--- config.mk ---
export PLATFORM = sky130hd
export DESIGN_NAME = serial_eq_arbiter
export DESIGN_NICKNAME = d
export VERILOG_FILES = /design/src/rtl/serial_eq_arbiter_pkg.sv /design/src/rtl/serial_eq_arbiter_eq_slice_cmp.sv /design/src/rtl/serial_eq_arbiter.sv
export SDC_FILE = /design/constraint.sdc
export NUM_CORES = 1
export LEC_CHECK = 0
export BUFFER_PORTS_ARGS = -buffer_cell sky130_fd_sc_hd__buf_2
export CAP_MARGIN = 20
export CELL_PAD_IN_SITES_DETAIL_PLACEMENT = 0
export CELL_PAD_IN_SITES_GLOBAL_PLACEMENT = 2
export CORE_UTILIZATION = 32
export CTS_CLUSTER_SIZE = 14
export DETAILED_ROUTE_END_ITERATION = 8
export GPL_TIMING_DRIVEN = 0
export PLACE_DENSITY_LB_ADDON = 0.1
export SYNTH_ARGS = -nofsm -noshare
export SYNTH_HDL_FRONTEND = slang
export SYNTH_HIERARCHICAL = 1
export SYNTH_SLANG_ARGS = --single-unit
--- constraint.sdc ---
create_clock -name clk -period 3.6 [get_ports clk]
set_input_delay 1.08 -clock clk [delete_from_list [all_inputs] [get_ports clk]]
set_output_delay 1.08 -clock clk [all_outputs]
set_load 0.02 [all_outputs]
--- src/rtl/serial_eq_arbiter_pkg.sv ---
// Shared types and sizing helpers for the serial equality arbiter.
package serial_eq_pkg;

  typedef enum logic [1:0] {
    IDLE = 2'd0,
    RUN  = 2'd1,
    DONE = 2'd2
  } state_t;

  function automatic int calc_nsteps(input int width, input int bits_per_cycle);
    return width / bits_per_cycle;
  endfunction

  // Step counter never narrower than one bit, even for a single-step compare.
  function automatic int calc_cntw(input int nsteps);
    return (nsteps <= 1) ? 1 : $clog2(nsteps);
  endfunction

endpackage

--- src/rtl/serial_eq_arbiter_eq_slice_cmp.sv ---
// Narrow equality slice: per-bit XNOR AND-reduced to a single match bit.
module eq_slice_cmp #(
  parameter int W = 2
) (
  input  logic [W-1:0] i_a,
  input  logic [W-1:0] i_b,
  output logic         o_eq
);

  assign o_eq = &(i_a ~^ i_b);

endmodule

--- src/rtl/serial_eq_arbiter.sv ---
// Two-requester round-robin front end over one shared serial equality slice.
// Optional EARLY_EXIT_EN: finish as soon as any slice mismatches.
module serial_eq_arbiter
  import serial_eq_pkg::*;
#(
  parameter int WIDTH          = 8,
  parameter int BITS_PER_CYCLE = 2
) (
  input  logic             clk,
  input  logic             rst,
  input  logic             req0_valid,
  output logic             req0_ready,
  input  logic [WIDTH-1:0] req0_a,
  input  logic [WIDTH-1:0] req0_b,
  input  logic             req1_valid,
  output logic             req1_ready,
  input  logic [WIDTH-1:0] req1_a,
  input  logic [WIDTH-1:0] req1_b,
  output logic             rsp_valid,
  input  logic             rsp_ready,
  output logic             rsp_id,
  output logic             rsp_eq,
  output logic             busy
);

  localparam int NSTEPS = calc_nsteps(WIDTH, BITS_PER_CYCLE);
  localparam int CNTW   = calc_cntw(NSTEPS);

  if (WIDTH % BITS_PER_CYCLE != 0) begin : g_bad_width
    $error("WIDTH must be a multiple of BITS_PER_CYCLE");
  end

  state_t            r_state, w_state_nxt;
  logic [WIDTH-1:0]  r_a, r_b;
  logic [CNTW-1:0]   r_cnt;
  logic              r_id, r_eq, r_last_grant;
  logic              w_gnt, w_accept, w_slice_eq, w_last_step;

  // Tie goes to whoever did not win last; a lone requester always wins.
  always_comb begin
    w_gnt = 1'b0;
    if (req0_valid && req1_valid) w_gnt = ~r_last_grant;
    else if (req1_valid)          w_gnt = 1'b1;
  end

  assign req0_ready  = (r_state == IDLE) && req0_valid && !w_gnt;
  assign req1_ready  = (r_state == IDLE) && req1_valid &&  w_gnt;
  assign w_accept    = req0_ready || req1_ready;
  assign w_last_step = (r_cnt == CNTW'(NSTEPS - 1));

  eq_slice_cmp #(.W(BITS_PER_CYCLE)) u_slice (
    .i_a  (r_a[BITS_PER_CYCLE-1:0]),
    .i_b  (r_b[BITS_PER_CYCLE-1:0]),
    .o_eq (w_slice_eq)
  );

  always_comb begin
    w_state_nxt = r_state;
    case (r_state)
      IDLE: if (w_accept) w_state_nxt = RUN;
      RUN: begin
        if (w_last_step) w_state_nxt = DONE;
`ifdef EARLY_EXIT_EN
        if (!w_slice_eq) w_state_nxt = DONE;
`endif
      end
      DONE: if (rsp_ready) w_state_nxt = IDLE;
      default: w_state_nxt = IDLE;
    endcase
  end

  always_ff @(posedge clk) begin
    if (rst) begin
      r_state      <= IDLE;
      r_a          <= '0;
      r_b          <= '0;
      r_cnt        <= '0;
      r_id         <= 1'b0;
      r_eq         <= 1'b0;
      r_last_grant <= 1'b1;
    end else begin
      r_state <= w_state_nxt;
      case (r_state)
        IDLE: if (w_accept) begin
          r_a   <= w_gnt ? req1_a : req0_a;
          r_b   <= w_gnt ? req1_b : req0_b;
          r_id  <= w_gnt;
          r_eq  <= 1'b1;
          r_cnt <= '0;
        end
        RUN: begin
          r_eq  <= r_eq & w_slice_eq;
          r_a   <= r_a >> BITS_PER_CYCLE;
          r_b   <= r_b >> BITS_PER_CYCLE;
          r_cnt <= r_cnt + CNTW'(1);
        end
        DONE: if (rsp_ready) r_last_grant <= r_id;
        default: ;
      endcase
    end
  end

  assign rsp_valid = (r_state == DONE);
  assign rsp_id    = r_id;
  assign rsp_eq    = r_eq;
  assign busy      = (r_state != IDLE);

endmodule
# Word level (Yosys, flattened, before mapping)
# Index checks and enable logic that the tools add are counted.
[totals] in_bits=37 out_inout_bits=6 regBits=23
[op_classes] eq_ne=6 n_bitwise=3 muxes=16 add_sub_neg=1 reduce_logical=15
[op_table] cell="8-bit two-way mux" count=4
[op_table] cell="8-bit case mux with 2 select lines" count=2
[op_table] cell="2-bit two-way mux" count=4
[op_table] cell="2-bit AND reduction" count=4
[op_table] cell="2-bit case mux with 3 select lines" count=1
[op_table] cell="1-bit logical AND" count=5
[op_table] cell="2-bit equality test (second input constant)" count=2
[op_table] cell="2-bit inequality test (second input constant)" count=2
[op_table] cell="2-bit case mux with 2 select lines" count=1
[op_table] cell="2-bit nonzero test" count=2
[op_table] cell="1-bit two-way mux" count=3
[op_table] cell="3-bit AND reduction" count=1
[op_table] cell="2-bit by 1-bit adder with 2-bit output (second input constant)" count=1
[op_table] cell="2-bit by 1-bit equality test with 1-bit output (second input constant)" count=1
[op_table] cell="2-bit logical NOT" count=1
[op_table] cell="2-bit by 1-bit inequality test with 1-bit output (second input constant)" count=1
[op_table] cell="1-bit case mux with 2 select lines" count=1
[op_table] cell="2-bit XNOR" count=1
[op_table] cell="1-bit AND" count=1
[op_table] cell="1-bit logical NOT" count=1
[op_table] cell="1-bit logical OR" count=1
[op_table] cell="1-bit NOT" count=1

# Depth between registers and ports, before layout
[depth] ltp_word=7 ltp_mapped=6

# Modules after synthesis
# Netlist, hierarchy kept.
[by_module_without_submodules] mod="serial_eq_arbiter" area_each_um2=1390.1 n_inst=1 cells_each=155
[by_module_without_submodules] mod="eq_slice_cmp" area_each_um2=21.3 n_inst=1 cells_each=3

# Worst setup path after synthesis
# Ideal clock, no wire load.
[synth_timing] kind="input to output" from="in req1_valid" to="out req1_ready" required_time_ps=2520 path_buffers=2 slack_ps=702 stages=4 t_arrival_ps=1818 path_cell_list="a21bo_1 -> buf_6 -> buf_6 -> nor2_1"
[synth_between] elab_chain_cells=3 elab_cells_between_ends=5 cone_classes="mux: 2; reduce/logical: 3"
[synth_rtl] element="from (decl)" line="serial_eq_arbiter.sv:15" source="input logic req1_valid,"
[synth_rtl] element="1-bit two-way mux / 1-bit logical AND (equally long branches)" line="serial_eq_arbiter.sv:43, serial_eq_arbiter.sv:42"
[synth_rtl] element="1-bit two-way mux" line="serial_eq_arbiter.sv:42" source="if (req0_valid && req1_valid) w_gnt = ~r_last_grant;"
[synth_rtl] element="1-bit logical AND *" line="serial_eq_arbiter.sv:47" source="assign req1_ready = (r_state == IDLE) && req1_valid && w_gnt;"
[synth_rtl] element="to (decl)" line="serial_eq_arbiter.sv:16" source="output logic req1_ready,"
# Mark *: on every way between the ends. The rest lies on a longest branch, timed or not.

# Worst setup path after layout
# Ends and elaborated chain as after synthesis.

==> out/metrics.csv <==
stage,metric,value,unit
sta,Tmin final,3.10,ns
cells_and_area,n_diodes,0,
status,status,"finished, final reports clean",
place,hpwl dp,2.76,mm
worst_setup_path,crit path buf inv count,4,
pwr,Pint,0.440,mW
grt,M2 GR Usage,30.6,%
cts,root buffer cell,clkbuf_8,
floorplan,row cnt,23,
pwr,Comb pwr share,27.6,%
flow_run,max cap viols,0,
synthesis,Synth top area share,32.6,%
pwr,Sequential Power Share,46.3,%
cts,clk_lat worst skew,0.26,ns
worst_setup_path,CP max stage cell,a21bo_1,
worst_setup_path,instance count on the critical path,6,
cells_and_area,sequential cell area,460,sq um
sta,final worst-path cycle share,86.0,%
sta,Max Fclk,323,MHz
pwr,pwr dens,365,mW/mm^2
worst_setup_path,Worst Setup SP,req1_valid,
drt,Routed Antenna Nets,0,
floorplan,CORE AREA,0.00412,sq mm
cts,Sink Count,23,
cts,TritonCTS Buffers,3,
place,PortBufs,41,
sta,RSZ-0062 raised after global routing,false,
worst_setup_path,CP top delay family,buffers and inverters,
cells_and_area,Final nets,242,
worst_setup_path,WP data required,2.52,ns
worst_setup_path,highest cell delay on the worst timing path,0.23,ns
synthesis,Synth Area per Inst,8.93,sq um
synthesis,Seq cells post-synth,23,
synthesis,cells taking the most area after synthesis,"dfxtp_1 33%, o32ai_2 12%, nor3_1 6.7%",
cts,CTS H-tree lvls,1,
worst_setup_path,crit path DAT,2.02,ns
synthesis,"count leader, synth",dfxtp_1,
worst_setup_path,FF-to-FF path depth,4,
drt,routed len/inst,15.2,microns
synthesis,Yosys top cell by area,dfxtp_1,
drt,drt first pass iters,4,
min_path,hold path startpoint,r_b[2],
synthesis,most common flop cell mapped by yosys,dfxtp_1,
drt,DRC Markers,0,
synthesis,"Net Count, Synth",196,
cells_and_area,Multi-input gate area,773,sq um
drt,routed vias/inst,4.96,
grt,first-pass GRT wire length,6.36,mm
synthesis,Synth top cells by count,"23 x dfxtp_1, 19 x inv_1, 19 x nor3_1",
sta,Max Clock Skew,0.00219,ns
cts,CTS tree,built,
cts,Post-CTS Repair Setup Buffers,0,
grt,vias in the first global route,1250,
floorplan,die height,68.4,microns
pwr,Peak VDD IR,0.000113,V
worst_setup_path,critical path peak fanout,10,
grt,initial antenna violation count,0,
sta,setup tns final,0,ns
cts,"Reg clk slew, reported paths",0.08,ns
cts,CTS Hold Bufs,0,
worst_setup_path,worst r2r src,r_state[0],
grt,met1 Use GR,25.9,%
pwr,NetSw,0.190,mW
synthesis,number of flops mapped to enable cells by yosys,0,
drt,via count,1256,
floorplan,Initial Util,34.3,%
cells_and_area,fillcell total,434,
place,placer congestion estimate,0.721,
synthesis,Post-Syn Instances,158,
pwr,P_leak,0.751,nW
grt,met3 Track Usage GR,2.17,%
sta,Slew Limit Headroom,64.7,%
sta,Worst Tran Pin Value,0.529,ns
worst_setup_path,critical path type,primary input to output port,
pwr,Clk network pwr share,26.1,%
synthesis,Post-synth ARST share,0,%
pwr,switching share of power,30.1,%
worst_setup_path,Worst setup SP type,primary input,
sta,worst hold slack,0.460,ns
grt,Congestion Overflow GR,0,
floorplan,Die Area,0.00468,sq mm
grt,largest net degree at the start of global routing,13,
sta,Fin. Hold Viols,0,
floorplan,I/O Pins,43,
drt,First DRT Iteration DRCs,45,
cells_and_area,layout cells sized above 1,36.5,%
synthesis,yosys warns,6,
cts,clock buffer depth,2,
synthesis,Cell variety after synth,35,
place,Post-DP Area,0.00168,sq mm
floorplan,Die W,68.4,microns
sta,# setup viols final,0,
cells_and_area,Final Util,41.9,%
cells_and_area,post-route design area,0.00172,sq mm
min_path,Hold Crit Class,flip-flop to flip-flop,
grt,gr busiest metal,met2,
pwr,total power draw,0.630,mW
synthesis,"Cell Area, Synth",0.00141,sq mm
synthesis,register area share after synthesis,32.6,%
grt,gr usage total,18.9,%
worst_setup_path,CP Capture Type,output port,
sta,max-slew violations,0,
min_path,Hold Path Cell Cnt,2,
worst_setup_path,worst-path cell chain,buf_2 > a21bo_1 > buf_6 > buf_6 > nor2_1 > buf_2,
cells_and_area,Area growth syn-to-layout,22.2,%
drt,WL final,3.86,mm
cts,post_cts resized,0,
routing by layer:
layer	vias up	wire length, microns
li1	648	-
met1	574	1870
met2	30	1800
met3	4	149
met4	0	36
met5	-	0
area by class of cell:
class	instances	share of cell area [%]
multi-input cells	104	44.8
clock buffers	4	2.61
inverters	19	4.14
plain buffers	12	6.17
well taps	50	3.63
flip-flops and latches	23	26.7
repair buffers	41	11.9
layout by cell type, fill, tap and decap left out, types with 5 or more instances in the layout:
| cell | synthesis | layout |
|---|---|---|
| inv_1 | 19 | 19 |
| nand2b_1 | 9 | 9 |
| dfxtp_1 | 23 | 23 |
| o32ai_2 | 10 | 10 |
| nor2_1 | 7 | 7 |
| or2b_1 | 5 | 5 |
| nor3_2 | 6 | 6 |
| buf_6 | 5 | 5 |
| nand3_1 | 12 | 12 |
| nor3_1 | 19 | 19 |
| buf_2 | 1 | 42 |
final timing paths:
path / slack [ns] / to
max: 0.50 / req1_ready
min: 0.46 / r_b[2]
max reg2reg: 1.96 / r_a[7]
min reg2reg: 0.46 / r_b[2]
stage by stage:
stage,cells,setup slack [ns]
floorplan,158,0.702
global placement,249,0.521
detailed placement,249,0.515
CTS,253,0.507
global route,253,0.453
finish,253,0.504
state kept, by name, indices dropped and copies added (netlist names):
register      cells
r_a               8
r_b               8
r_cnt             2
r_last_grant      1
r_state           2
rsp_eq            1
rsp_id            1
cells by family (layout without fill, tap and decap cells):
group | count (synthesis) | after routing | share of synthesized area [%]
AOI/OAI and AO/OA | 34 | 34 | 23.6
and+or+nand+nor | 63 | 63 | 26.2
DFF | 23 | 23 | 32.6
buffers and inverters | 31 | 76 | 12.6
xor gates and xnor gates | 2 | 2 | 1.24
adders and majority gates | 1 | 1 | 0.886
muxes | 4 | 4 | 2.84
tightest hold or removal path, delay by kind of cell, from the launching register on:
family	cells	cell delay (ns)
flops	1	0.31
buf+inv	1	0.05
compound gates	1	0.05
power by group through the flow:
stage / logic, mW / registers, mW / clock network (mW)
2_1_floorplan: 0.120 / 0.296 / 0
3_3_place_gp: 0.172 / 0.296 / 0
3_5_place_dp: 0.175 / 0.297 / 0
4_1_cts: 0.175 / 0.292 / 0.171
5_1_grt: 0.192 / 0.295 / 0.183
6_report: 0.174 / 0.292 / 0.164
Power figures use the tool's default switching activity.
